## src/rtl/inv_sqrt_seed.sv

```systemverilog
// Seed stage for fixed-point fast inverse square root: serial leading-one scan, then power-of-two scaled guess.
// Optional macro INV_SQRT_SEED_LUT_EN selects the base mantissa from a 4-entry table instead of ONE/SQRT_HALF.
module inv_sqrt_seed #(
    parameter int INT_WIDTH   = 12,
    parameter int FRACT_WIDTH = 4
) (
    input  logic                             clk,
    input  logic                             rst_n,
    input  logic                             start,
    input  logic [INT_WIDTH+FRACT_WIDTH-1:0] x,
    output logic [INT_WIDTH+FRACT_WIDTH-1:0] x_half,
    output logic [INT_WIDTH+FRACT_WIDTH-1:0] y0,
    output logic                             zero_in,
    output logic                             busy,
    output logic                             done
);
    localparam int W  = INT_WIDTH + FRACT_WIDTH;
    localparam int IW = (W > 1) ? $clog2(W) : 1;
    localparam int XW = 2 * W + 1;

    function automatic longint isqrt(input longint n);
        longint r;
        longint t;
        r = 0;
        for (int i = 30; i >= 0; i--) begin
            t = r | (longint'(1) << i);
            if (t * t <= n) r = t;
        end
        return r;
    endfunction

    // round(2^F / sqrt(num/den)) = (floor(2v) + 1) >> 1, with floor(2v) an integer square root
    function automatic int round_inv_sqrt(input int num, input int den);
        longint n2;
        n2 = ((longint'(4) << (2 * FRACT_WIDTH)) * longint'(den)) / longint'(num);
        return int'((isqrt(n2) + 1) >>> 1);
    endfunction

    localparam int ONE       = 1 << FRACT_WIDTH;
    localparam int SQRT_HALF = round_inv_sqrt(2, 1);

`ifdef INV_SQRT_SEED_LUT_EN
    localparam logic [W:0] LUT_00 = (W+1)'(round_inv_sqrt(5, 4));
    localparam logic [W:0] LUT_01 = (W+1)'(round_inv_sqrt(7, 4));
    localparam logic [W:0] LUT_10 = (W+1)'(round_inv_sqrt(5, 2));
    localparam logic [W:0] LUT_11 = (W+1)'(round_inv_sqrt(7, 2));
`else
    localparam logic [W:0] ONE_B       = (W+1)'(ONE);
    localparam logic [W:0] SQRT_HALF_B = (W+1)'(SQRT_HALF);
`endif

    typedef enum logic [1:0] {IDLE, SCAN, SCALE, DONE} state_t;

    state_t         state_q, state_d;
    logic [W-1:0]   x_q, x_d;
    logic [IW-1:0]  idx_q, idx_d;
    logic [IW-1:0]  p_q, p_d;
    logic           zf_q, zf_d;
    logic [W-1:0]   x_half_q, x_half_d;
    logic [W-1:0]   y0_q, y0_d;
    logic           zero_in_q, zero_in_d;
    logic           done_q, done_d;

    int             e;
    int             k;
    logic           r;
    logic [W:0]     b;
    logic [XW-1:0]  rnd;
    logic [XW-1:0]  wide;
    logic [W-1:0]   seed;
`ifdef INV_SQRT_SEED_LUT_EN
    logic           m;
`endif

    // Seed arithmetic from the leading-one position p: e = p - F = 2k + r
    always_comb begin
        e    = int'(p_q) - FRACT_WIDTH;
        k    = e >>> 1;
        r    = e[0];
        rnd  = '0;
        wide = '0;
        seed = '0;
`ifdef INV_SQRT_SEED_LUT_EN
        m = (p_q == '0) ? 1'b0 : x_q[p_q - IW'(1)];
        case ({r, m})
            2'b00:   b = LUT_00;
            2'b01:   b = LUT_01;
            2'b10:   b = LUT_10;
            default: b = LUT_11;
        endcase
`else
        b = r ? SQRT_HALF_B : ONE_B;
`endif
        if (k >= 0) begin
            if (k > 0) rnd = XW'(1) << (k - 1);
            wide = (XW'(b) + rnd) >> k;
        end else begin
            wide = XW'(b) << (-k);
        end
        if (wide[XW-1:W] != '0) seed = '1;
        else                    seed = wide[W-1:0];
        if (seed == '0) seed = W'(1);
    end

    always_comb begin
        state_d   = state_q;
        x_d       = x_q;
        idx_d     = idx_q;
        p_d       = p_q;
        zf_d      = zf_q;
        x_half_d  = x_half_q;
        y0_d      = y0_q;
        zero_in_d = zero_in_q;
        done_d    = done_q;
        unique case (state_q)
            IDLE: begin
                done_d = 1'b0;
                if (start) begin
                    x_d     = x;
                    idx_d   = IW'(W - 1);
                    zf_d    = 1'b0;
                    state_d = SCAN;
                end
            end
            SCAN: begin
                if (x_q[idx_q]) begin
                    p_d     = idx_q;
                    state_d = SCALE;
                end else if (idx_q == '0) begin
                    zf_d    = 1'b1;
                    state_d = SCALE;
                end else begin
                    idx_d = idx_q - IW'(1);
                end
            end
            SCALE: begin
                done_d  = 1'b1;
                state_d = DONE;
                if (zf_q) begin
                    y0_d      = '1;
                    x_half_d  = '0;
                    zero_in_d = 1'b1;
                end else begin
                    y0_d      = seed;
                    x_half_d  = x_q >> 1;
                    zero_in_d = 1'b0;
                end
            end
            DONE: begin
                // done stays high here; IDLE clears it one edge after start drops
                if (!start) state_d = IDLE;
            end
            default: state_d = IDLE;
        endcase
    end

    always_ff @(posedge clk or negedge rst_n) begin
        if (!rst_n) begin
            state_q   <= IDLE;
            x_q       <= '0;
            idx_q     <= IW'(W - 1);
            p_q       <= '0;
            zf_q      <= 1'b0;
            x_half_q  <= '0;
            y0_q      <= '0;
            zero_in_q <= 1'b0;
            done_q    <= 1'b0;
        end else begin
            state_q   <= state_d;
            x_q       <= x_d;
            idx_q     <= idx_d;
            p_q       <= p_d;
            zf_q      <= zf_d;
            x_half_q  <= x_half_d;
            y0_q      <= y0_d;
            zero_in_q <= zero_in_d;
            done_q    <= done_d;
        end
    end

    assign x_half  = x_half_q;
    assign y0      = y0_q;
    assign zero_in = zero_in_q;
    assign done    = done_q;
    assign busy    = (state_q == SCAN) || (state_q == SCALE);

endmodule

```

## config.mk

```make
export PLATFORM = sky130hd
export DESIGN_NAME = inv_sqrt_seed
export DESIGN_NICKNAME = d
export VERILOG_FILES = /design/src/rtl/inv_sqrt_seed.sv
export SDC_FILE = /design/constraint.sdc
export NUM_CORES = 1
export LEC_CHECK = 0
export ABC_AREA = 1
export CAP_MARGIN = 20
export CELL_PAD_IN_SITES_DETAIL_PLACEMENT = 1
export CELL_PAD_IN_SITES_GLOBAL_PLACEMENT = 2
export CORE_MARGIN = 2
export CORE_UTILIZATION = 29
export CTS_BUF_LIST = sky130_fd_sc_hd__clkbuf_4
export DETAILED_ROUTE_END_ITERATION = 16
export PLACE_DENSITY = 0.87
export SLEW_MARGIN = 20
export SYNTH_ARGS = -nofsm -noshare
export SYNTH_HDL_FRONTEND = slang
export SYNTH_SLANG_ARGS = --single-unit
```

## constraint.sdc

```tcl
create_clock -name clk -period 3.68 [get_ports clk]
set_input_delay 0.736 -clock clk [delete_from_list [all_inputs] [get_ports clk]]
set_output_delay 0.736 -clock clk [all_outputs]
set_load 0.1 [all_outputs]
```

After elaboration in Yosys (flattened, before gate mapping). Cells that the tools add are included.

Register bits after elaboration: 61. Latch bits: 0. Bits in writable memories: 0. ROM bits: 0. Input bits: 19. Word-level logic and storage cells: 66. Memories kept: 0.

Add/sub/neg operators: 5. $mul: 0. Divide/modulo/power cells: 0. $lt $le $gt $ge: 3. Equal/unequal tests: 9. Shifts and indexed selects: 3. Muxes and demuxes: 25. Bitwise gates (word level): 0. Reduce and logical (&&, ||, !) cells: 12.

Operators by type and width (number): 2-to-1 mux 33 bit (3); 2-to-1 mux 16 bit (3); adder 5 x 33 -> 33 bit (1); left shift 1 x 32 -> 33 bit, first input constant (1); left shift 5 x 32 -> 33 bit (1); >> shifter 33 x 32 -> 33 bit (1); negator 4 -> 32 bit (1); nonzero test 17 bit (1); zero test 16 bit (1); 2-to-1 mux 15 bit (1); 2-to-1 mux 4 bit (3); != test 2 bit, second input constant (5); 2-to-1 mux 2 bit (4); one-hot mux 2 bit (4 select lines) (1); one-hot mux 4 bit (2 select lines) (1); AND reduction 4 bit (2); less-than comparator 4 x 5 -> 1 bit, second input constant (1); 2-to-1 mux 1 bit (5); 2-to-1 mux 5 bit (1); subtractor 4 x 2 -> 5 bit, second input constant (1); subtractor 4 x 3 -> 5 bit, second input constant (1); binary-select mux 1 bit (select 4 bit) (1); == test 2 bit, second input constant (2); greater-or-equal comparator 4 x 1 -> 1 bit, second input constant (1); 11 further kinds (14).

Longest topological paths before layout. Gate-level depths: netlist of the first run.

Depth in word-level cells: 13. Depth in mapped cells: 25. Depth with buffers taken out: 23.

Worst setup path after synthesis of the first run. OpenSTA, ideal clock, no wires.

Path type: register to register. Start point: register p_q[1]. End point: register y0_q[0] (netlist: y0[0]). Arrival: 3338 ps. Required time: 3606 ps. Slack: 267 ps. Stages on the path, launching flop included: 24. Buffers on the path: 3. Cell sequence: dfrtp_1 -> buf_6 -> inv_2 -> buf_2 -> ha_1 -> inv_1 -> fa_1 -> buf_4 -> inv_1 -> nand4_1 -> nor2_1 -> inv_1 -> fa_1 -> nor2_1 -> nand4_1 -> nand4_1 -> nand3_1 -> nand2_1 -> nand2_1 -> nand2_1 -> nand3_1 -> nor2_1 -> nand2_1 -> a21oi_2.

Word-level cells in the longest chain between the ends: 13. Elaborated cells between the ends (all ways): 17. Classes of those cells: 4 x add/sub; 2 x order compare; 3 x shift; 6 x mux; 2 x reduce/logical.

Ends and longest elaborated chain: start: declaration (line 57) `logic [IW-1:0] p_q, p_d;`; start signal: assignment (line 172) `p_q <= p_d;`; subtractor 4 x 3 -> 5 bit (*) (line 77) `e = int'(p_q) - FRACT_WIDTH;`; subtractor 4 x 2 -> 5 bit (line 95) `if (k > 0) rnd = XW'(1) << (k - 1);`; left shift 1 x 32 -> 33 bit (line 95); 2-to-1 mux 33 bit (line 95); 2-to-1 mux 33 bit (line 94) `if (k >= 0) begin`; adder 5 x 33 -> 33 bit (line 96) `wide = (XW'(b) + rnd) >> k;`; >> shifter 33 x 32 -> 33 bit (line 96); 2-to-1 mux 33 bit (*) (line 94); nonzero test 17 bit (line 100) `if (wide[XW-1:W] != '0) seed = '1;`; 2-to-1 mux 16 bit (*) (line 100); zero test 16 bit (line 102) `if (seed == '0) seed = W'(1);`; 2-to-1 mux 16 bit (*) (line 102); 2-to-1 mux 16 bit (*) (line 139) `if (zf_q) begin`; end signal: assignment (line 175) `y0_q <= y0_d;`; end: declaration (line 60) `logic [W-1:0] y0_q, y0_d;`.

Every way passes the cells marked *; elsewhere a longest branch is shown, timed or not. The select of a mux whose other input is x is not followed. A chain may end at the register's enable or synchronous reset.

Final worst setup path of the first run. Same ends and word-level chain as after synthesis.

==> impl_results.md, run 1 <==
* Synth Area per Inst at between 7 and 8 um^2
* Layout Cells excl Fill at 739
* Overflow after GRT at 0
* Drt wl/cell at between 15 and 20 um
* Met1 GRT Util at 0.212
* Post-synthesis sequential area ratio at 0.401
* Drt pass-1 iters at 4
* CTS Root Cell: clkbuf_4
* H-Tree Depth at 3
* Pin count of the biggest net entering global routing at 43
* Slew margin rel. at 0.339
* Post-synth top area cell: dfrtp_1
* Clk slew on worst S/H paths at 110 ps
* Drt drc at 0
* GR Layer Usage met2 at 0.294
* Clock Sinks at 60
* Final ANT Viol Nets at 0
* Most Crowded Layer GR: met2
* DIE WIDTH at 118 um
* Max-slew violation count at 0
* Cells after synthesis at 507
* Clk_lat worst skew at 430 ps
* Data required time at the worst endpoint at just over 4000 ps
* Cell count along the critical path at 20
* Placed cell count at about 720
* Post-DP HPWL at 8450 um
* Starting Density at 0.298
* Worst setup path class: register to register
* Number of fill cells at 1,606
* Register area at 0.00151 mm^2
* Multi-input gate area at 0.00194 mm^2
* Max FO, Critical Path at 7
* DIE AREA at 0.0139 mm^2
* Clk buf depth at 2
* Final setup viols at 0
* Share of layout cells above drive strength 1 at 0.122
* Final Hold Viols at 0
* GRT Overall Usage at 0.168
* CP endpoint kind: register
* Final Wtd Congestion at about 0.8
* CP max stage delay at 680 ps
* Initial antenna violation count at 0
* Global-route wire length before repair at between 15,000 and 20,000 um
* Layout area overhead at 23.2%
* Core Rows at 41
* Worst Reg-to-Reg Cells at 20
* Flops & latches, synth at 60
* Maximum achievable frequency at 297 MHz
* Synth top area cells: dfrtp_1 37%, nand2_1 14%, o21ai_0 7.3%
* Tcrit/Tclk final at 0.916
* M3 GR Usage at 0.0392
* Max_cap viols at 0
* Final nets at 598
* Crit path max-delay family: simple AND/OR/NAND/NOR gates
* Die height at 118 um
* CTS tree: built
* Drt via density at 4.88
* Number of global-route vias before repair at between 3,000 and 4,000
* Net Count, Synth at 543
* Final wirelength at 11,100 um
* CP startpoint kind: register
* Synth warn at 0
* CTS Buf Count at 9
* Core area at 0.0126 mm^2
* Status: complete, no violations
* Most frequent CP cell: nand2_1
* Synthesized cell area at 0.00376 mm^2
* Antenna diodes at 0
* Synth top area share at 0.373
* IO buf count at 52
* Critical Path AT at 3720 ps
* Buf+Inv Stages, Crit Path at 3
* Netlist cell types at 36
* Hold Crit Class: input port to async pin
* Critical Path, Cell by Cell: inv_2, ha_1, inv_1, fa_2, nand4_1, nor2_1, ha_1, a21oi_2, inv_1, nand3_1, a21oi_2, nand2_1, nand3_1, nand2_1, nor2_1, nor2_2, nand2_1, nor2_2, nand2_1, a21oi_2
* DR vias at 3,606
* Slowest CP cell: fa_2
* Clock Skews at 14.5 ps
* Io pins at 54
* DR iter-0 viols at 130
* Worst Max-Slew Pin Slew at 988 ps
* Final min period at ~3400 ps
-- cells by family (layout without fill, tap and decap cells) --
family / count (synthesis) / in the layout / synth area share
other: 1 / 1 / 0.000997
xor gates and xnor gates: 2 / 2 / 0.00466
AOI/OAI and AO/OA: 92 / 92 / 0.137
DFF: 60 / 60 / 0.401
buffers and inverters: 79 / 139 / 0.0898
and+or+nand+nor: 256 / 256 / 0.306
adders and majority gates: 17 / 17 / 0.0605
-- worst reg2reg max path, delay by kind of cell (launching register included) --
| kind | cells | cell delay, ps |
|---|---|---|
| AOI/OAI and AO/OA | 3 | 390 |
| and+or+nand+nor | 11 | 1150 |
| buffers and inverters | 3 | 220 |
| DFF | 1 | 410 |
| adders and majority gates | 3 | 1120 |
-- what timing repair did --
item,CTS,global route
resized for setup,0,9
setup buffers,0,2
setup endpoints to repair,0,3
hold buffers,0,0
-- through the flow --
stage                     setup slack (ps)  hold slack [ps]  utilization  instance area [um^2]  setup TNS [ps]
after floorplan                        267              440            -                  3760               0
after global placement                 357              457        0.353                  4450               0
after detailed placement               170              469        0.353                  4450               0
after CTS                              123              484        0.363                  4590               0
after global routing                 -21.2              309        0.367                  4630           -21.2
final                                  310              293        0.367                  4630               0
-- final cells by class --
cell class	instances	area share
multi-input cells	368	0.419
flip-flops and latches	60	0.325
repair buffers	64	0.132
inverters	59	0.0484
well taps	172	0.0465
clock buffers	11	0.0178
clock inverters	5	0.0113
-- path summary, 6_finish.rpt --
check | from | to | slack [ps]
setup / recovery | p_q[1]$_DFFE_PN0P_ | y0[0]$_DFFE_PN0P_ | 310
hold / removal | rst_n | y0[0]$_DFFE_PN0P_ | 290
setup reg to reg | p_q[1]$_DFFE_PN0P_ | y0[0]$_DFFE_PN0P_ | 310
hold reg to reg | y0[12]$_DFFE_PN0P_ | y0[12]$_DFFE_PN0P_ | 490
max in group asynchronous | rst_n | idx_q[0]$_DFFE_PN1P_ | 2700
min in group clk | y0[12]$_DFFE_PN0P_ | y0[12]$_DFFE_PN0P_ | 490
-- registers in the layout (all words and copies together), names as in the netlist --
signal	count
done	1
idx_q	4
p_q	4
state_q	2
x_half	15
x_q	16
y0	16
zero_in	1
zf_q	1
-- synth_stat cells --
cell,n
nand2_1,144
dfrtp_1,56
o21ai_0,55
inv_1,51
nand3_1,39
nor2_1,32
nand4_1,16
a21oi_1,15
ha_1,15
clkbuf_1,9
nand3_2,6
a22o_1,5
buf_4,5
inv_2,5
nand2_2,5
o211ai_1,5
buf_2,4
dfstp_2,4
nor2_2,4
nor3_1,4
a21oi_2,3
o21ai_1,3
a31oi_1,2
buf_6,2
clkinv_1,2
fa_1,2
nand2_4,2
nor2_4,2
o2111ai_1,2
xor2_1,2
conb_1,1
inv_4,1
nand3b_1,1
o22ai_1,1
o31ai_1,1
or2_2,1
-- cell usage in the layout, fill, tap and decap left out, types with 5 or more instances in the layout --
cell type,count
nor2_2,6
clkbuf_4,11
ha_1,15
nor2_1,30
nand3_1,39
inv_1,50
nand4_1,16
nand2_1,144
o21ai_0,55
inv_2,6
clkdlybuf4s50_1,50
a22o_1,5
nand3_2,6
buf_4,13
dfrtp_1,56
a21oi_1,14
o211ai_1,5
nand2_2,5
-- layer usage --
layer	wire, um	up-vias
li1	-	1775
met1	5100	1762
met2	5600	60
met3	359	9
met4	68	0
met5	0	-
Power of run 1 is not shown: default switching activity piles up to over one toggle a cycle in this logic, so the estimate is an artifact.
==> run 2, diff against run 1 <==
- CORE_UTILIZATION: 29 -> 35
- PLACE_DENSITY: 0.87 -> 0.95
- SETUP_SLACK_MARGIN: not set -> 0.15
- clock period: 3.68 -> 3.97 ns (I/O delays scaled with it)
==> impl_results.md, run 2 (synthesized netlist as in run 1, its figures left out) <==
* CP startpoint: p_q[2]$_DFFE_PN0P_
* Number of global-route vias before repair at 3,725 (-1.7%)
* Final Hold Viols at 0 (unchanged)
* Data required time at the worst endpoint at 4310 ps (+280 ps)
* Worst setup path class: register to register
* H-Tree Depth at 3 (unchanged)
* Final min period at 3420 ps (+47.0 ps)
* RSZ-0062 raised after global routing: false
* Critical Path AT at 3760 ps (+40 ps)
* Clk_lat worst skew at 410 ps (-20 ps)
* Max-slew violation count at 0 (unchanged)
* Final Wtd Congestion at 0.860 (+7.0%)
* DR iter-0 viols at 120 (-7.7%)
* Final setup viols at 0 (unchanged)
* Clk slew on worst S/H paths at 110 ps (about the same)
* Overflow after GRT at 0 (unchanged)
* Drt wl/cell at 15.2 um (+1.2%)
* CP endpoint kind: register
* Final nets at 597 (-0.17%)
* Max_cap viols at 0 (unchanged)
* Starting Density at 0.363 (+0.0647)
* Status: complete, no violations
* DIE AREA at 0.0116 mm^2 (-17%)
* Hold Crit Class: register to register
* TNS Setup at 0 ps (unchanged)
* Pin count of the biggest net entering global routing at 45 (+4.7%)
* Clk buf depth at 2 (unchanged)
* Maximum achievable frequency at 293 MHz (-1.4%)
* Antenna diodes at 0 (unchanged)
* Slowest CP cell: fa_2
* CP startpoint kind: register
* Most common cell after layout, fill and taps aside: nand2_1
* Global-route wire length before repair at 17,800 um (-6.0%)
* Setup ws final at 553 ps (+243 ps)
* Drt via density at 5.08 (+4.1%)
* Io pins at 54 (unchanged)
* Layout area overhead at 21.9%
* Post-DP HPWL at 8200 um (-3.0%)
* Drt pass-1 iters at 4 (unchanged)
* CTS Buf Count at 9 (unchanged)
* Initial antenna violation count at 0 (unchanged)
* Share of layout cells above drive strength 1 at 0.117 (-0.00509)
* CTS tree: built
* FF-to-FF Start: p_q[2]$_DFFE_PN0P_
* DIE WIDTH at 108 um (-8.7%)
* Final ANT Viol Nets at 0 (unchanged)
* DR vias at 3,565 (-1.1%)
* Die height at 108 um (-8.7%)
* Slew margin rel. at 0.333 (-0.00609)
* Critical Path, Cell by Cell: ha_1, inv_1, fa_2, inv_2, nand4_1, nor2_1, inv_1, fa_1, nor2_1, nand4_1, nand4_1, nand2_2, nand2_1, nand3_1, nand3_1, nand2_1, nor2_1, nand2_1, a21oi_2
* Worst slack at placement at 358 ps (+188 ps)
* Most frequent cells in the layout: 144 x nand2_1, 55 x o21ai_0, 55 x dfrtp_1
* Cts hold-fix bufs at 0 (unchanged)
* GRT Overall Usage at 0.194 (+0.0260)
* CTS Root Cell: clkbuf_4
* Core Rows at 37 (-9.8%)
* Worst Max-Slew Pin Slew at 997 ps (+9.11 ps)
* Hold path start: y0[12]$_DFFE_PN0P_
* Core area at 0.0104 mm^2 (-18%)
* IO buf count at 52 (unchanged)
* Final wirelength at 10,700 um (-3.9%)
* Clock Skews at 15.3 ps (+0.739 ps)
* Max FO, Critical Path at 8 (+1)
* Tcrit/Tclk final at 0.861 (-0.0550)
* Drt drc at 0 (unchanged)
* CP max stage delay at 520 ps (-160 ps)
* Clock Sinks at 60 (unchanged)
[run 2: cell count changes in the layout (fill, tap and decap cells not counted), moves of 2 or more]
| cell | change |
|---|---|
| clkinv_1 | -2 |
| clkinv_4 | +2 |
| buf_4 | -2 |
| nor2_1 | +2 |
| clkbuf_4 | -2 |
| nor2_2 | -2 |
[run 2: worst paths after layout]
path	slack (ps)	cells past startpoint	endpoint
worst max-delay path	550	19	y0[0]$_DFFE_PN0P_
min in group asynchronous	530	1	y0[1]$_DFFE_PN0P_
worst max register to register	550	19	y0[0]$_DFFE_PN0P_
worst min register to register	480	2	y0[12]$_DFFE_PN0P_
max in group asynchronous	2720	2	x_q[0]$_DFFE_PN0P_
worst min-delay path	480	2	y0[12]$_DFFE_PN0P_
[run 2: what timing repair did]
action / CTS / global route
setup endpoints to repair: 0 / 5
endpoints found under the hold margin: 0 / 0
gates resized for setup: 0 / 7
buffers inserted: 0 / 3
[run 2: cell type report]
class	count	area (um^2)
Clock buffer	9	67.6
Clock inverter	7	76.3
Fill cell	1315	5780
Inverter	59	224
Multi-Input combinational cell	368	1940
Sequential cell	60	1510
Tap cell	136	170
Timing Repair Buffer	63	598
[run 2: per-layer routing]
metal	vias up	wire (um)	share of wire	GRT usage
li1	1770	-	-	-
met1	1722	4880	0.46	0.248
met3	9	315	0.029	0.0369
met2	64	5390	0.50	0.333
met5	-	0	0	0
met4	0	103	0.0096	0.0559
[run 2: worst max-delay path: cells and delay by family (launching register included)]
family,cells,cell delay [ps]
AOI/OAI and AO/OA,1,100
adders and majority gates,3,1160
buffers and inverters,3,290
DFF,1,470
and+or+nand+nor,12,1320
[run 2: per-stage QoR]
stage	cell area (um^2)	utilization	instances	hold WS, ps
floorplan	3760	-	507	450
global placement	4390	0.424	683	457
detailed placement	4390	0.424	683	462
CTS	4540	0.438	699	492
global route	4590	0.442	702	523
finish	4590	0.442	702	484
Power of run 2 is left out for the same reason.
==> run 3, diff against run 2 <==
- CORE_MARGIN: 2 -> 3
==> impl_results.md, run 3 (synthesized netlist as in run 1, its figures left out) <==
* Status: complete, no violations
* Layout area overhead at 21.0%
* CTS tree: built
* Pin count of the biggest net entering global routing at 35 (-22%)
* Core area at 0.0104 mm^2 (unchanged)
* Most common cell after layout, fill and taps aside: nand2_1
* Slew margin rel. at 0.331 (-0.00239)
* Most frequent CP cell: nand2_1
* DR iter-0 viols at 101 (-16%)
* Final Hold Viols at 0 (unchanged)
* End of the critical path: y0[0]$_DFFE_PN0P_
* Initial antenna violation count at 0 (unchanged)
* Cell count along the critical path at 19 (unchanged)
* Max-slew violation count at 0 (unchanged)
* Hold slack at 464 ps (-19.5 ps)
* Final setup viols at 0 (unchanged)
* Max_cap viols at 0 (unchanged)
* Flop2flop setup slack at 480 ps (-70 ps)
* Die height at 110 um (+1.9%)
* Drt via density at 5.10 (+0.34%)
* Crit path max-delay family: simple AND/OR/NAND/NOR gates
* CP endpoint kind: register
* Drt wl/cell at 15.5 um (+2.1%)
* Buf+Inv Stages, Crit Path at 3 (unchanged)
* CP startpoint: p_q[2]$_DFFE_PN0P_
* Post-DP HPWL at 8360 um (+2.0%)
* Worst setup path class: register to register
* FF-to-FF Start: p_q[2]$_DFFE_PN0P_
* Maximum achievable frequency at 287 MHz (-2.0%)
* Clock Skews at 21.0 ps (+5.77 ps)
* Share of layout cells above drive strength 1 at 0.110 (-0.00648)
* Placed Instance Area at 0.00439 mm^2 (unchanged)
* TNS Setup at 0 ps (unchanged)
* Setup bufs post-CTS at 0 (unchanged)
* Final Wtd Congestion at 0.847 (-1.5%)
* IO buf count at 52 (unchanged)
* Slowest CP cell: fa_2
* Antenna diodes at 0 (unchanged)
* DIE AREA at 0.0120 mm^2 (+3.7%)
* Number of global-route vias before repair at 3,742 (+0.46%)
* H-Tree Depth at 3 (unchanged)
* Final wirelength at 10,900 um (+1.7%)
* DR vias at 3,562 (-0.084%)
* Clk slew on worst S/H paths at 110 ps (about the same)
* FF-to-FF End: y0[0]$_DFFE_PN0P_
* CTS Buf Count at 9 (unchanged)
* Core Rows at 37 (unchanged)
* Drt pass-1 iters at 4 (unchanged)
* Max FO, Critical Path at 8 (unchanged)
* Hold Crit Class: input port to async pin
* CP max stage delay at 530 ps (about the same)
* Final min period at 3490 ps (+70.7 ps)
* Final ANT Viol Nets at 0 (unchanged)
* Design Area, Final at 0.00455 mm^2 (-0.76%)
* Starting Density at 0.363 (unchanged)
* Clk buf depth at 2 (unchanged)
* Most frequent cells in the layout: 144 x nand2_1, 55 x o21ai_0, 55 x dfrtp_1
* CTS Root Cell: clkbuf_4
* Data required time at the worst endpoint at 4310 ps (about the same)
* Global-route wire length before repair at 18,300 um (+2.9%)
* Overflow after GRT at 0 (unchanged)
* GRT Overall Usage at 0.194 (-0.000314)
* Clock Sinks at 60 (unchanged)
* Clk_lat worst skew at 410 ps (about the same)
* Final nets at 594 (-0.50%)
* Drt drc at 0 (unchanged)
* Tcrit/Tclk final at 0.879 (+0.0178)
* Worst Reg-to-Reg Cells at 19 (unchanged)
* Critical Path AT at 3830 ps (+70 ps)
* Worst Max-Slew Pin Slew at 1000 ps (+3.58 ps)
* DIE WIDTH at 110 um (+1.9%)
* Io pins at 54 (unchanged)
* RSZ-0062 raised after global routing: false
* CP startpoint kind: register
* Critical Path, Cell by Cell: ha_1, inv_1, fa_2, inv_2, nand4_1, nor2_1, inv_1, fa_1, nor2_1, nand4_1, nand4_1, nand3_1, nand2_1, nand2_1, nand2_1, nand3_1, nor2_1, nand2_1, a21oi_2
run 3: per-layer routing:
| metal | global-route usage | wire (um) | vias to the layer above |
|---|---|---|---|
| met2 | 0.331 | 5510 | 53 |
| met4 | 0.0365 | 65 | 0 |
| li1 | - | - | 1761 |
| met1 | 0.258 | 5030 | 1738 |
| met3 | 0.0364 | 266 | 10 |
| met5 | 0 | 0 | - |
run 3: how the worst min path moves through the flow:
| stage | start | to | slack (ps) | cells past startpoint |
|---|---|---|---|---|
| CTS | rst_n | y0[4]$_DFFE_PN0P_ | 460 | 1 |
| finish | rst_n | y0[4]$_DFFE_PN0P_ | 460 | 1 |
| global route | rst_n | y0[4]$_DFFE_PN0P_ | 490 | 1 |
| detailed placement | zero_in$_DFFE_PN0P_ | zero_in$_DFFE_PN0P_ | 460 | 2 |
| floorplan | x_q[0]$_DFFE_PN0P_ | x_q[0]$_DFFE_PN0P_ | 450 | 2 |
| global placement | y0[12]$_DFFE_PN0P_ | y0[12]$_DFFE_PN0P_ | 460 | 2 |
run 3: metrics by stage:
| step | worst slack [ps] | util | instances |
|---|---|---|---|
| 4_1_cts | 346 | 0.438 | 699 |
| 2_1_floorplan | 557 | - | 507 |
| 3_3_place_gp | 483 | 0.424 | 683 |
| 5_1_grt | 178 | 0.439 | 699 |
| 6_report | 482 | 0.439 | 699 |
| 3_5_place_dp | 375 | 0.424 | 683 |
run 3: final cells by class:
class	count	area, um^2
sequential	60	1510
multi-input combinational	368	1920
clock inverter	7	83.8
tap	136	170
inverter	59	224
clock buffer	9	67.6
timing repair buffer	60	576
fill	1348	5820
run 3: worst register-to-register path: stages, from the launching register on:
cell and delay (ps):
dfrtp_2 470, ha_1 210, inv_1 70, fa_2 530, inv_2 150, nand4_1 150, nor2_1 220, inv_1 80
fa_1 440, nor2_1 160, nand4_1 150, nand4_1 140, nand3_1 110, nand2_1 80, nand2_1 50, nand2_1 80
nand3_1 70, nor2_1 100, nand2_1 70, a21oi_2 100
run 3: repair_timing:
item | CTS | global route
hold buffers | 0 | 0
endpoints found under the setup margin | 0 | 1
resized for setup | 0 | 4
Power of run 3 is left out for the same reason.
